**src/rtl/pipeline_pkg.sv**
```systemverilog
// Shared encodings for the RV32 pipeline control blocks: hazard FSM states,
// forwarding-mux selects and the result-source code that marks a load.
package pipeline_pkg;

    typedef enum logic [1:0] {
        INIT    = 2'd0,
        RUN     = 2'd1,
        MEMWAIT = 2'd2
    } hazState_t;

    localparam logic [1:0] FWD_RF = 2'b00;
    localparam logic [1:0] FWD_W  = 2'b01;
    localparam logic [1:0] FWD_M  = 2'b10;

    localparam logic [1:0] RESULT_LOAD = 2'b01;

endpackage

```
**src/rtl/hazard_ctrl_fwd_sel.sv**
```systemverilog
// Forwarding select for one E-stage source operand. The M stage is preferred over W
// because it holds the younger result. x0 is never forwarded.
module fwd_sel
    import pipeline_pkg::*;
(
    input  logic       enable,
    input  logic [4:0] rsE,
    input  logic [4:0] rdM,
    input  logic       regWriteM,
    input  logic [4:0] rdW,
    input  logic       regWriteW,
    output logic [1:0] fwdSel
);

    always_comb begin
        fwdSel = FWD_RF;
        if (enable) begin
            if (regWriteM && (rdM != 5'd0) && (rdM == rsE))
                fwdSel = FWD_M;
            else if (regWriteW && (rdW != 5'd0) && (rdW == rsE))
                fwdSel = FWD_W;
        end
    end

endmodule

```
**src/rtl/hazard_ctrl.sv**
```systemverilog
// Hazard and sequencing controller for the 5-stage RV32 pipeline: drives stage
// stall/flush controls, E-stage forwarding selects, and stall/flush performance counters.
module hazard_ctrl
    import pipeline_pkg::*;
#(
    parameter int INIT_CYCLES = 4,
    parameter int CNT_W       = 32
) (
    input  logic             clk,
    input  logic             reset,
    input  logic [4:0]       Rs1D,
    input  logic [4:0]       Rs2D,
    input  logic [4:0]       Rs1E,
    input  logic [4:0]       Rs2E,
    input  logic [4:0]       RdE,
    input  logic [4:0]       RdM,
    input  logic [4:0]       RdW,
    input  logic [1:0]       ResultSrcE,
    input  logic             RegWriteM,
    input  logic             RegWriteW,
    input  logic             PCSrcE,
    input  logic             DMemReq,
    input  logic             DMemReady,
    output logic             StallF,
    output logic             StallD,
    output logic             StallE,
    output logic             StallM,
    output logic             FlushD,
    output logic             FlushE,
    output logic             FlushM,
    output logic             FlushW,
    output logic [1:0]       ForwardAE,
    output logic [1:0]       ForwardBE,
    output logic [CNT_W-1:0] StallCount,
    output logic [CNT_W-1:0] FlushCount
);

    localparam logic [3:0]       INIT_LAST = 4'(INIT_CYCLES - 1);
    localparam logic [CNT_W-1:0] CNT_ONE   = 1;
    localparam logic [CNT_W-1:0] CNT_MAX   = '1;

    hazState_t  state;
    hazState_t  stateNext;
    logic [3:0] initCnt;
    logic       loadUse;
    logic       branchFlush;
    logic       fwdEnable;

    assign loadUse   = (ResultSrcE == RESULT_LOAD) && (RdE != 5'd0) &&
                       ((RdE == Rs1D) || (RdE == Rs2D));
    assign fwdEnable = (state != INIT);

    fwd_sel fwdA (
        .enable    (fwdEnable),
        .rsE       (Rs1E),
        .rdM       (RdM),
        .regWriteM (RegWriteM),
        .rdW       (RdW),
        .regWriteW (RegWriteW),
        .fwdSel    (ForwardAE)
    );

    fwd_sel fwdB (
        .enable    (fwdEnable),
        .rsE       (Rs2E),
        .rdM       (RdM),
        .regWriteM (RegWriteM),
        .rdW       (RdW),
        .regWriteW (RegWriteW),
        .fwdSel    (ForwardBE)
    );

    always_comb begin
        stateNext   = state;
        StallF      = 1'b0;
        StallD      = 1'b0;
        StallE      = 1'b0;
        StallM      = 1'b0;
        FlushD      = 1'b0;
        FlushE      = 1'b0;
        FlushM      = 1'b0;
        FlushW      = 1'b0;
        branchFlush = 1'b0;

        // A memory stall freezes F..M and bubbles W; PCSrcE is ignored until E is released.
        if (state == INIT) begin
            FlushD = 1'b1;
            FlushE = 1'b1;
            FlushM = 1'b1;
            FlushW = 1'b1;
            if (initCnt == INIT_LAST)
                stateNext = RUN;
        end else if ((state == MEMWAIT && !DMemReady) ||
                     (state == RUN && DMemReq && !DMemReady)) begin
            StallF    = 1'b1;
            StallD    = 1'b1;
            StallE    = 1'b1;
            StallM    = 1'b1;
            FlushW    = 1'b1;
            stateNext = MEMWAIT;
        end else begin
            stateNext = RUN;
            if (PCSrcE) begin
                FlushD      = 1'b1;
                FlushE      = 1'b1;
                branchFlush = 1'b1;
            end else if (loadUse) begin
                StallF = 1'b1;
                StallD = 1'b1;
                FlushE = 1'b1;
            end
        end
    end

    always_ff @(posedge clk or negedge reset) begin
        if (!reset) begin
            state      <= INIT;
            initCnt    <= 4'd0;
            StallCount <= '0;
            FlushCount <= '0;
        end else begin
            state <= stateNext;
            if (state == INIT && initCnt != INIT_LAST)
                initCnt <= initCnt + 4'd1;
            else
                initCnt <= 4'd0;
            if (StallF && StallCount != CNT_MAX)
                StallCount <= StallCount + CNT_ONE;
            if (branchFlush && FlushCount != CNT_MAX)
                FlushCount <= FlushCount + CNT_ONE;
        end
    end

endmodule

```
**config.mk**
```make
export PLATFORM = sky130hd
export DESIGN_NAME = hazard_ctrl
export DESIGN_NICKNAME = d
export VERILOG_FILES = /design/src/rtl/pipeline_pkg.sv /design/src/rtl/hazard_ctrl_fwd_sel.sv /design/src/rtl/hazard_ctrl.sv
export SDC_FILE = /design/constraint.sdc
export NUM_CORES = 1
export LEC_CHECK = 0
export CAP_MARGIN = 20
export CORE_UTILIZATION = 47
export CTS_BUF_LIST = sky130_fd_sc_hd__clkbuf_4 sky130_fd_sc_hd__clkbuf_8 sky130_fd_sc_hd__clkbuf_16
export DETAILED_ROUTE_END_ITERATION = 16
export PLACE_DENSITY = 0.9
export SYNTH_ARGS = -nofsm -noshare
export SYNTH_HDL_FRONTEND = slang
export SYNTH_SLANG_ARGS = --single-unit
export TNS_END_PERCENT = 5
```
**constraint.sdc**
```tcl
create_clock -name clk -period 2.45 [get_ports clk]
set_input_delay 0.49 -clock clk [delete_from_list [all_inputs] [get_ports clk]]
set_output_delay 0.49 -clock clk [all_outputs]
set_load 0.01 [all_outputs]
```
==> flow_summary.json <==
{
  "final_area_mm2": 0.00577,
  "viasPerCell": 5.30,
  "switching_share_pct": 32.6,
  "status": "complete, but fails checks",
  "power.density_mw_per_mm2": 554,
  "violations": "negative setup slack",
  "layout.nets": 591,
  "yosys_most_used_dff": "dfrtp_1",
  "switchingPower_w": 0.00104,
  "async_reset_ff_share_pct": 100,
  "io_pins": 120,
  "min_period_ns": 2.45,
  "required_ns": 1.96,
  "drive_gt1_share_pct": 20.6,
  "syn_inst": 368,
  "place_hpwl_mm": 7.51,
  "reg2reg_depth": 8,
  "htreeDepth": 3,
  "first_global_vias": 3615,
  "yosysWarnings": 0,
  "end_kind": "output port",
  "relSlewSlack_pct": 67.9,
  "die_y_um": 91.9,
  "dr.pass1.iters": 4,
  "cts_buffers": 9,
  "criticalPathCategory": "in2out",
  "p_leak_nw": 2.73,
  "slowest_delay_ns": 0.50,
  "final_cell_mix": "clkdlybuf4s50_1 (86), dfrtp_1 (70), buf_4 (50), xnor2_1 (49), xor2_1 (43)",
  "antenna_found_initial": 0,
  "cts_tree": "built",
  "rsz0062_at_grt": "true",
  "power_frac_comb_pct": 31.4,
  "n_antenna_cell": 0,
  "fin_skew_ns": 0.0110,
  "maxCapViolations": 0,
  "syn_area_mm2": 0.00379,
  "fillers": 548,
  "p_int_w": 0.00215,
  "cp_cell_sequence": "clkdlybuf4s50_1, nand2b_1, a21o_2, nor3_2, buf_4, dlygate4sd2_1",
  "synth_edf_count": 0,
  "crit_fanout": 3,
  "r2r-start": "FlushCount[0]$_DFFE_PN0P_",
  "syn_area_per_cell_um2": 10.3,
  "port_buffers": 119,
  "cts_sinks": 70,
  "clk_pin_slew_ns": 0.08,
  "grt_pass1_wl_mm": 16.9,
  "die_area_mm2": 0.00844,
  "place_area_mm2": 0.00547,
  "ys_ff_latch": 70,
  "start_util_pct": 48.9,
  "clock_power_share_pct": 25.9,
  "p_seq_share_pct": 42.7,
  "worstMarginPinSlew_ns": 0.481,
  "die_w_um": 91.9,
  "clk_path_buf_depth": 2,
  "area_growth_pct": 52.0,
  "hold_viol_final": 0,
  "yosysSeqAreaShare_pct": 46.2,
  "peakVddDrop_mv": 0.415,
  "ctsRootBufferMaster": "clkbuf_8",
  "vias": 3453,
  "period_share_pct": 100,
  "grt_max_degree": 71,
  "layout.cells.most_common": "clkdlybuf4s50_1",
  "place_congestion": 0.845,
  "hold_class": "in2async",
  "drc": 0,
  "drt_iter0_drc": 221,
  "fmax_mhz": 408,
  "routed_wl_mm": 10.4,
  "rr_endpoint": "FlushCount[8]$_DFFE_PN0P_",
  "synth.distinct_cells": 43,
  "r2r_slack_ns": 0.20,
  "startpoint_type": "primary input",
  "routedWlPerCell_um": 15.9,
  "pre_cts_slack_ns": -0.762,
  "fin_ws_ns": -0.00114,
  "coreArea_mm2": 0.00777,
  "clock_latency_ns": 0.34,
  "critPathArrivalTime_ns": 1.96,
  "detail-route-antenna-nets": 0,
  "grt_use_total_pct": 25.5,
  "cp_slowest_cell": "clkdlybuf4s50_1",
  "ctsHoldBuffers": 0,
  "slew_violations": 0,
  "grt_overflow": 0,
  "core.rowCount": 32,
  "setup_viol": 1,
  "synthesis.nets": 415
}
[worst max-delay path by stage]
stage	startpoint	end	slack, ns	cells after the start
2_1_floorplan	RdM[0]	ForwardAE[0]	0.11	4
3_3_place_gp	RdM[0]	ForwardBE[0]	-0.71	6
3_5_place_dp	RdM[0]	ForwardBE[0]	-0.76	6
4_1_cts	RdW[0]	ForwardAE[0]	-0.19	6
5_1_grt	PCSrcE	FlushD	-0.03	7
6_report	DMemReq	StallM	-0.001	6
[critical path: cells and delay by family]
| family | cells | cell delay [ns] |
|---|---|---|
| compound gates | 1 | 0.24 |
| simple gates | 2 | 0.27 |
| buf+inv | 3 | 0.96 |
[synthesized netlist by cell type (all sizes together), types with 4 or more instances]
master | number | area share (%)
or2 | 4 | 0.66
dfrtp | 70 | 46
buf | 6 | 1.1
nand3 | 30 | 4.3
xnor2 | 49 | 11
nor2 | 22 | 2.2
nor3 | 21 | 3.3
and3 | 10 | 1.7
nand2 | 31 | 3.3
or4 | 6 | 1.3
and2 | 4 | 0.66
a21oi | 5 | 0.66
inv | 11 | 1.1
nor4 | 12 | 3.6
and4 | 6 | 1.4
xor2 | 43 | 9.9
nand4 | 15 | 2.5
[cells by family after synthesis]
logic type	synth area share [%]
mux	0.297
fa+ha+maj	0.989
xor+xnor	21.2
flops	46.2
buf+inv	2.14
simple gates	26.8
compound gates	2.34
[routing by layer]
layer | part of all wire [%] | vias to the layer above | GRT usage, %
li1 | - | 1629 | -
met2 | 52 | 130 | 44.7
met1 | 39 | 1664 | 29.3
met4 | 3.3 | 0 | 14.1
met5 | 0 | - | 0
met3 | 5.4 | 30 | 4.56
[sequential cells by signal (all words and copies together), names as in the netlist]
register and cells:
initCnt 4, StallCount 32, FlushCount 32, state 2
[per-stage QoR]
step | hold WS, ns | cells | power (W) | utilization, % | TNS (ns)
floorplan | 0.194 | 368 | 0.00178 | - | 0
global placement | 0.450 | 632 | 0.00232 | 70.4 | -6.71
detailed placement | 0.462 | 632 | 0.00235 | 70.4 | -8.39
CTS | 0.162 | 649 | 0.00318 | 72.9 | -0.823
global route | 0.164 | 651 | 0.00337 | 74.3 | -0.113
finish | 0.143 | 651 | 0.00320 | 74.3 | -0.00114
[final cells by class]
type                            count  area, µm²  area share (%)
Timing Repair Buffer              171       1590            27.5
Clock buffer                       10        138            2.39
Inverter                           11       41.3           0.716
Sequential cell                    70       1750            30.4
Tap cell                          102        128            2.21
Multi-Input combinational cell    281       2090            36.2
Clock inverter                      6       37.5           0.651
[repair_timing]
action | in CTS | in global routing
pin swaps | 5 | 18
setup buffers | 1 | 2
resized for setup | 47 | 37
endpoints found under the setup margin | 12 | 15
[power by group through the flow]
stage          Combinational, W  Clock [W]  Sequential [W]
2_1_floorplan          0.000378          0         0.00140
3_3_place_gp           0.000941          0         0.00138
3_5_place_dp           0.000972          0         0.00138
4_1_cts                0.000969   0.000847         0.00136
5_1_grt                 0.00109   0.000896         0.00138
6_report                0.00100   0.000828         0.00136
Power figures use the tool's default switching activity.
